[src/rtl/fetch_seq_unit_if.sv]
// Control/status bundle between the decoder, the fetch sequencer and the ROM address port.
// The decoder side is the master; the sequencer itself uses the slave modport.
interface fetch_seq_unit_if #(
  parameter int PC_W      = 8,
  parameter int CNT_W     = 16,
  parameter int RAS_DEPTH = 4
);
  localparam int RD_W = $clog2(RAS_DEPTH) + 1;

  logic            Start;
  logic [PC_W-1:0] Start_Addr;
  logic            Halt;
  logic            Branch;
  logic            BranchCond;
  logic [PC_W-1:0] Offset;
  logic            Call;
  logic            Ret;

  logic [PC_W-1:0]  PC;
  logic             Running;
  logic             Halted;
  logic [CNT_W-1:0] InstrCount;
  logic [RD_W-1:0]  RasDepth;
  logic             StackOvf;
  logic             StackUnf;

  modport master (
    output Start, Start_Addr, Halt, Branch, BranchCond, Offset, Call, Ret,
    input  PC, Running, Halted, InstrCount, RasDepth, StackOvf, StackUnf
  );

  modport slave (
    input  Start, Start_Addr, Halt, Branch, BranchCond, Offset, Call, Ret,
    output PC, Running, Halted, InstrCount, RasDepth, StackOvf, StackUnf
  );
endinterface

[src/rtl/fetch_seq_unit.sv]
// Instruction fetch sequencer: owns the PC, IDLE/RUN/HALT sequencing, a hardware
// return-address stack with sticky over/underflow flags, and a saturating retire counter.
module fetch_seq_unit #(
  parameter int PC_W      = 8,
  parameter int CNT_W     = 16,
  parameter int RAS_DEPTH = 4
) (
  input logic             CLK,
  input logic             RST_n,
  fetch_seq_unit_if.slave bus
);
  localparam int RD_W  = $clog2(RAS_DEPTH) + 1;
  localparam int IDX_W = $clog2(RAS_DEPTH);

  typedef enum logic [1:0] {IDLE, RUN, HALT} state_t;

  state_t           state;
  logic             armed;
  logic [PC_W-1:0]  pc;
  logic [CNT_W-1:0] instrCount;
  logic [RD_W-1:0]  rasDepth;
  logic             stackOvf;
  logic             stackUnf;
  logic             running;
  logic             halted;
  logic [PC_W-1:0]  ras [RAS_DEPTH];

  logic             isFull;
  logic             isEmpty;
  logic [IDX_W-1:0] pushIdx;
  logic [IDX_W-1:0] topIdx;
  logic [PC_W-1:0]  pcPlus1;
  logic [PC_W-1:0]  pcBranch;
  logic             pushEn;

  // Offset is already PC_W wide, so a plain modulo add is the sign-extended displacement.
  assign isFull   = (rasDepth == RD_W'(RAS_DEPTH));
  assign isEmpty  = (rasDepth == '0);
  assign pushIdx  = rasDepth[IDX_W-1:0];
  assign topIdx   = pushIdx - IDX_W'(1);
  assign pcPlus1  = pc + PC_W'(1);
  assign pcBranch = pc + bus.Offset;
  assign pushEn   = (state == RUN) && !bus.Start && !bus.Halt && !bus.Ret && bus.Call && !isFull;

  // Stack storage needs no reset: entries at or above rasDepth are never read.
  always_ff @(posedge CLK) begin
    if (pushEn) begin
      ras[pushIdx] <= pcPlus1;
    end
  end

  always_ff @(posedge CLK or negedge RST_n) begin
    if (!RST_n) begin
      state      <= IDLE;
      armed      <= 1'b0;
      pc         <= '0;
      instrCount <= '0;
      rasDepth   <= '0;
      stackOvf   <= 1'b0;
      stackUnf   <= 1'b0;
      running    <= 1'b0;
      halted     <= 1'b0;
    end else if (bus.Start) begin
      state      <= IDLE;
      armed      <= 1'b1;
      pc         <= bus.Start_Addr;
      instrCount <= '0;
      rasDepth   <= '0;
      stackOvf   <= 1'b0;
      stackUnf   <= 1'b0;
      running    <= 1'b0;
      halted     <= 1'b0;
    end else begin
      unique case (state)
        IDLE: begin
          if (armed) begin
            state   <= RUN;
            running <= 1'b1;
            armed   <= 1'b0;
          end
        end
        RUN: begin
          if (bus.Halt) begin
            state   <= HALT;
            running <= 1'b0;
            halted  <= 1'b1;
          end else begin
            if (instrCount != '1) begin
              instrCount <= instrCount + CNT_W'(1);
            end
            // Ret beats Call beats a taken Branch; anything else falls through sequentially.
            if (bus.Ret) begin
              if (!isEmpty) begin
                pc       <= ras[topIdx];
                rasDepth <= rasDepth - RD_W'(1);
              end else begin
                stackUnf <= 1'b1;
                pc       <= pcPlus1;
              end
            end else if (bus.Call) begin
              pc <= pcBranch;
              if (isFull) begin
                stackOvf <= 1'b1;
              end else begin
                rasDepth <= rasDepth + RD_W'(1);
              end
            end else if (bus.Branch && bus.BranchCond) begin
              pc <= pcBranch;
            end else begin
              pc <= pcPlus1;
            end
          end
        end
        HALT: begin
        end
        default: begin
          state   <= IDLE;
          running <= 1'b0;
          halted  <= 1'b0;
        end
      endcase
    end
  end

  assign bus.PC         = pc;
  assign bus.Running    = running;
  assign bus.Halted     = halted;
  assign bus.InstrCount = instrCount;
  assign bus.RasDepth   = rasDepth;
  assign bus.StackOvf   = stackOvf;
  assign bus.StackUnf   = stackUnf;
endmodule

[src/flat_wrapper.sv]
// flat-port wrapper written by rule: the top's interface ports become plain ports
module fetch_seq_unit_flat 
#(
  parameter int PC_W      = 8,
  parameter int CNT_W     = 16,
  parameter int RAS_DEPTH = 4
)
  (CLK, RST_n, bus_Start, bus_Start_Addr, bus_Halt, bus_Branch, bus_BranchCond, bus_Offset, bus_Call, bus_Ret, bus_PC, bus_Running, bus_Halted, bus_InstrCount, bus_RasDepth, bus_StackOvf, bus_StackUnf);
  fetch_seq_unit_if #(.PC_W(PC_W), .CNT_W(CNT_W), .RAS_DEPTH(RAS_DEPTH)) bus_i ();
  input logic CLK;
  input logic RST_n;
  input wire logic [$bits(bus_i.Start)-1:0] bus_Start;
  input wire logic [$bits(bus_i.Start_Addr)-1:0] bus_Start_Addr;
  input wire logic [$bits(bus_i.Halt)-1:0] bus_Halt;
  input wire logic [$bits(bus_i.Branch)-1:0] bus_Branch;
  input wire logic [$bits(bus_i.BranchCond)-1:0] bus_BranchCond;
  input wire logic [$bits(bus_i.Offset)-1:0] bus_Offset;
  input wire logic [$bits(bus_i.Call)-1:0] bus_Call;
  input wire logic [$bits(bus_i.Ret)-1:0] bus_Ret;
  output wire logic [$bits(bus_i.PC)-1:0] bus_PC;
  output wire logic [$bits(bus_i.Running)-1:0] bus_Running;
  output wire logic [$bits(bus_i.Halted)-1:0] bus_Halted;
  output wire logic [$bits(bus_i.InstrCount)-1:0] bus_InstrCount;
  output wire logic [$bits(bus_i.RasDepth)-1:0] bus_RasDepth;
  output wire logic [$bits(bus_i.StackOvf)-1:0] bus_StackOvf;
  output wire logic [$bits(bus_i.StackUnf)-1:0] bus_StackUnf;
  assign bus_i.Start = bus_Start;
  assign bus_i.Start_Addr = bus_Start_Addr;
  assign bus_i.Halt = bus_Halt;
  assign bus_i.Branch = bus_Branch;
  assign bus_i.BranchCond = bus_BranchCond;
  assign bus_i.Offset = bus_Offset;
  assign bus_i.Call = bus_Call;
  assign bus_i.Ret = bus_Ret;
  assign bus_PC = bus_i.PC;
  assign bus_Running = bus_i.Running;
  assign bus_Halted = bus_i.Halted;
  assign bus_InstrCount = bus_i.InstrCount;
  assign bus_RasDepth = bus_i.RasDepth;
  assign bus_StackOvf = bus_i.StackOvf;
  assign bus_StackUnf = bus_i.StackUnf;
  fetch_seq_unit #(.PC_W(PC_W), .CNT_W(CNT_W), .RAS_DEPTH(RAS_DEPTH)) u_core (.CLK(CLK), .RST_n(RST_n), .bus(bus_i));
endmodule
[config.mk]
export PLATFORM = sky130hd
export DESIGN_NAME = fetch_seq_unit_flat
export DESIGN_NICKNAME = d
export VERILOG_FILES = /design/src/rtl/fetch_seq_unit_if.sv /design/src/rtl/fetch_seq_unit.sv /design/src/flat_wrapper.sv
export SDC_FILE = /design/constraint.sdc
export NUM_CORES = 1
export LEC_CHECK = 0
export CAP_MARGIN = 20
export CORE_ASPECT_RATIO = 0.7
export CORE_UTILIZATION = 36
export DETAILED_ROUTE_END_ITERATION = 8
export GPL_ROUTABILITY_DRIVEN = 0
export PLACE_DENSITY = 0.53
export SLEW_MARGIN = 20
export SYNTH_ARGS = -nofsm -noshare
export SYNTH_HDL_FRONTEND = slang
export SYNTH_SLANG_ARGS = --single-unit
[constraint.sdc]
create_clock -name CLK -period 6.9 [get_ports CLK]
set_clock_uncertainty 0.15 [all_clocks]
set_input_delay 1.38 -clock CLK [delete_from_list [all_inputs] [get_ports CLK]]
set_output_delay 1.38 -clock CLK [all_outputs]
set_load 0.01 [all_outputs]
==> key figures <==
Yosys
  • Area of the mapped netlist: ~3700 µm²
  • FFs w/ async S/R, synth: approximately half
  • EDFF count, synth: 32
  • Synthesized netlist cell count: ~350
  • Area leader, netlist: edfxtp_1
  • Synth Register Bits: 65
  • Synth top area share: about a quarter
  • Mean post-synth cell area: 10.7 µm²
  • Post-synthesis sequential area ratio: a little under half
  • Synth Flop Type: dfrtp_1
  • Post-synth cell types: 62
  • Top cells by area, synth: edfxtp_1 26%, dfrtp_1 22%, mux4_2 4.8%
  • Synth Net Count: 388
  • Warnings from Yosys: 0

Detailed routing
  • DRT iter0 DRCs: 300
  • Pre-antenna DRT Iters: 5
  • Drt wl/cell: around 18 µm
  • Routed vias: between 2000 and 3000
  • DRC: 0
  • Antenna Nets Post-Route: 0
  • Final wirelength: between 9 and 10 mm
  • Post-DR vias/cell: about 5.5

Clocking
  • Longest Clk Path Bufs: 2
  • Hold buffers post-CTS: 0
  • Post-CTS setup buffers: 0
  • Root buffer cell: clkbuf_16
  • CTS tree: yes
  • TritonCTS buffer count: 9
  • Later-pin clock latency in the skew report: roughly 0.33 ns
  • # resized after CTS: 0
  • Clock-pin slew on the worst setup and hold paths: approximately 0.06 ns
  • Htree depth: 3
  • Sink Count: 65

Pwr
  • Seq pwr share: between 30 and 40%
  • Sw frac: 30.0%
  • Internal power: between 0.8 and 0.9 mW
  • P per Cell Area: about 260 nW/µm²
  • LEAKAGE: 1.72 nW
  • Combinational share of power: 22.7%
  • Sw Pwr: approximately 0.36 mW
  • Power Total: around 1.2 mW
  • Maximum vdd drop: 0.109 mV
  • Clock network power share: between 30% and 40%

Cells and area
  • Nets: between 400 and 500
  • Core Util, Final: 47.4%
  • Share of layout cells above drive strength 1: under 10%
  • Final Cell Area: around 4700 µm²
  • N_diodes: 0
  • Layout Cells excl Fill: between 500 and 600
  • Synth-to-Final Area Change: 25.4%

STA
  • Final period util: 53.5%
  • Final WS setup: around 3.2 ns
  • Final hold vios: 0
  • Setup Viol. Count Final: 0
  • Min Tclk post-route: about 3.7 ns
  • RSZ-0062 raised after global routing: false
  • Worst-Margin Slew: 0.953 ns
  • Fin Setup TNS: 0 ns
  • Maximum clock rate: 271 MHz
  • Max_slew headroom: between 30% and 40%
  • Hold slack: around 0.36 ns
  • Slew Limit Fails: 0

Global routing
  • Total GRT Usage: between 10% and 20%
  • GR Util met3: ~4.7%
  • Global-route wire length before repair: ~15 mm
  • Initial antenna violation count: 0
  • Met2 Use GR: 25.5%
  • M1 GR Usage: between 20% and 30%
  • Vias in the first global route: approximately 2700
  • GRT busiest layer: met1
  • Grt total ovfl: 0
  • Largest net degree at the start of global routing: 39

Critical path
  • Worst reg2reg startpoint: u_core.bus.RasDepth[0]
  • Critical setup path kind: in -> reg
  • R2r setup slk: ~4 ns
  • Worst path arrival time: 3.79 ns
  • Reg2Reg Depth: 7
  • CP max FO: 14
  • Critical Path Sink Type: register
  • Startpoint types: input port
  • WP data required: ~7.0 ns
  • Reg-to-reg endpoint: u_core.bus.PC[3]

Die
  • Die Height: roughly 87 µm
  • Rows: 30
  • Floorplan Core Area: slightly below 10000 µm²
  • I/O Pins: 55
  • Die Wd: ~120 µm
  • Die Area: around 11000 µm²
  • Initial Utilization: ~38%

Min path
  • Hold Path Depth: 2
  • Worst Hold Class: reg -> reg
  • Hold Path Sink: u_core.armed
  • HP Start: u_core.armed

Place
  • Port-buffer cells: 54
  • Post-DP Area: roughly 4400 µm²
  • Detailed Place HPWL: about 7 mm
  • Post-Place Setup Slack: ~2.9 ns
  • Post-Place Cells: 517

Run status
  • Status: complete, no violations

Run
  • Max_cap viols: 0
==> area by class of cell <==
type,count,area [µm²]
multi-input cells,252,1810
clock buffers,9,225
well taps,128,160
flip-flops and latches,65,1790
repair buffers,57,563
fillers,901,5190
clock inverters,7,76.3
inverters,15,56.3
==> routing by layer <==
metal	vias to the layer above	wire (µm)
met2	94	3960
met5	-	0
li1	1408	-
met4	0	32
met1	1414	4780
met3	2	730
==> kinds of logic (layout without fill, tap and decap cells) <==
logic type / count (synthesis) / after routing / synth area share [%]
AOI/OAI and AO/OA: 89 / 89 / 16.3
xor gates and xnor gates: 19 / 19 / 4.46
adders and majority gates: 15 / 15 / 5.43
buffers and inverters: 32 / 88 / 3.55
DFF: 65 / 65 / 47.9
muxes: 14 / 14 / 6.44
and+or+nand+nor: 115 / 115 / 16.0
==> cells in the final DEF, fill, tap and decap left out, drive strengths merged, types with 5 or more instances in the layout <==
cell type,instances
and2,6
ha,13
o22ai,6
clkdlybuf4s50,54
clkbuf,9
inv,17
a31oi,6
edfxtp,32
dfrtp,33
nor2,29
nor2b,5
o21ai,23
nor3,7
a211oi,9
or3,5
nand2,26
mux2i,6
mux4,8
xor2,5
a21oi,17
nand3,14
xnor2,14
==> power groups by stage <==
stage	clock (mW)	combinational, mW	sequential (mW)
6_report	0.459	0.273	0.468
5_1_grt	0.479	0.299	0.473
4_1_cts	0.464	0.272	0.469
3_5_place_dp	0	0.271	0.476
3_3_place_gp	0	0.272	0.476
2_1_floorplan	0	0.176	0.465
==> sequential cells by signal, indices dropped and copies added (netlist names) <==
register / flops
u_core.bus.PC: 8
u_core.bus.InstrCount: 16
u_core.armed: 1
u_core.bus.StackUnf: 1
u_core.bus.RasDepth: 3
u_core.bus.Halted: 1
u_core.bus.StackOvf: 1
u_core.ras: 32
u_core.state: 1
u_core.bus.Running: 1
==> Yosys cell counts (7+ instances only) <==
| master | count |
|---|---|
| dfrtp_1 | 33 |
| xnor2_1 | 14 |
| clkbuf_1 | 12 |
| nand2_1 | 26 |
| mux4_2 | 8 |
| a21oi_1 | 17 |
| o21ai_0 | 16 |
| ha_1 | 13 |
| inv_1 | 15 |
| a211oi_1 | 7 |
| edfxtp_1 | 32 |
| nor2_1 | 29 |
| nand3_1 | 13 |
==> worst max-delay path by stage <==
| stage | startpoint | cells past startpoint | slack (ns) | to |
|---|---|---|---|---|
| 2_1_floorplan | bus_Halt | 4 | 3.92 | u_core.ras[0][0] |
| 3_3_place_gp | bus_Halt | 6 | 2.96 | u_core.bus.InstrCount[15] |
| 3_5_place_dp | bus_Halt | 6 | 2.88 | u_core.bus.InstrCount[15] |
| 4_1_cts | bus_Halt | 6 | 3.21 | u_core.bus.InstrCount[15] |
| 5_1_grt | bus_Halt | 6 | 3.08 | u_core.bus.InstrCount[15] |
| 6_report | bus_Halt | 6 | 3.21 | u_core.bus.InstrCount[15] |
==> worst max-delay path, stage by stage <==
cell,delay (ns)
clkdlybuf4s50_1,0.49
nor3b_2,0.80
o21ai_2,0.19
or4_4,0.47
or3_1,0.32
a21oi_1,0.14
(Power assumes the default switching activity.)
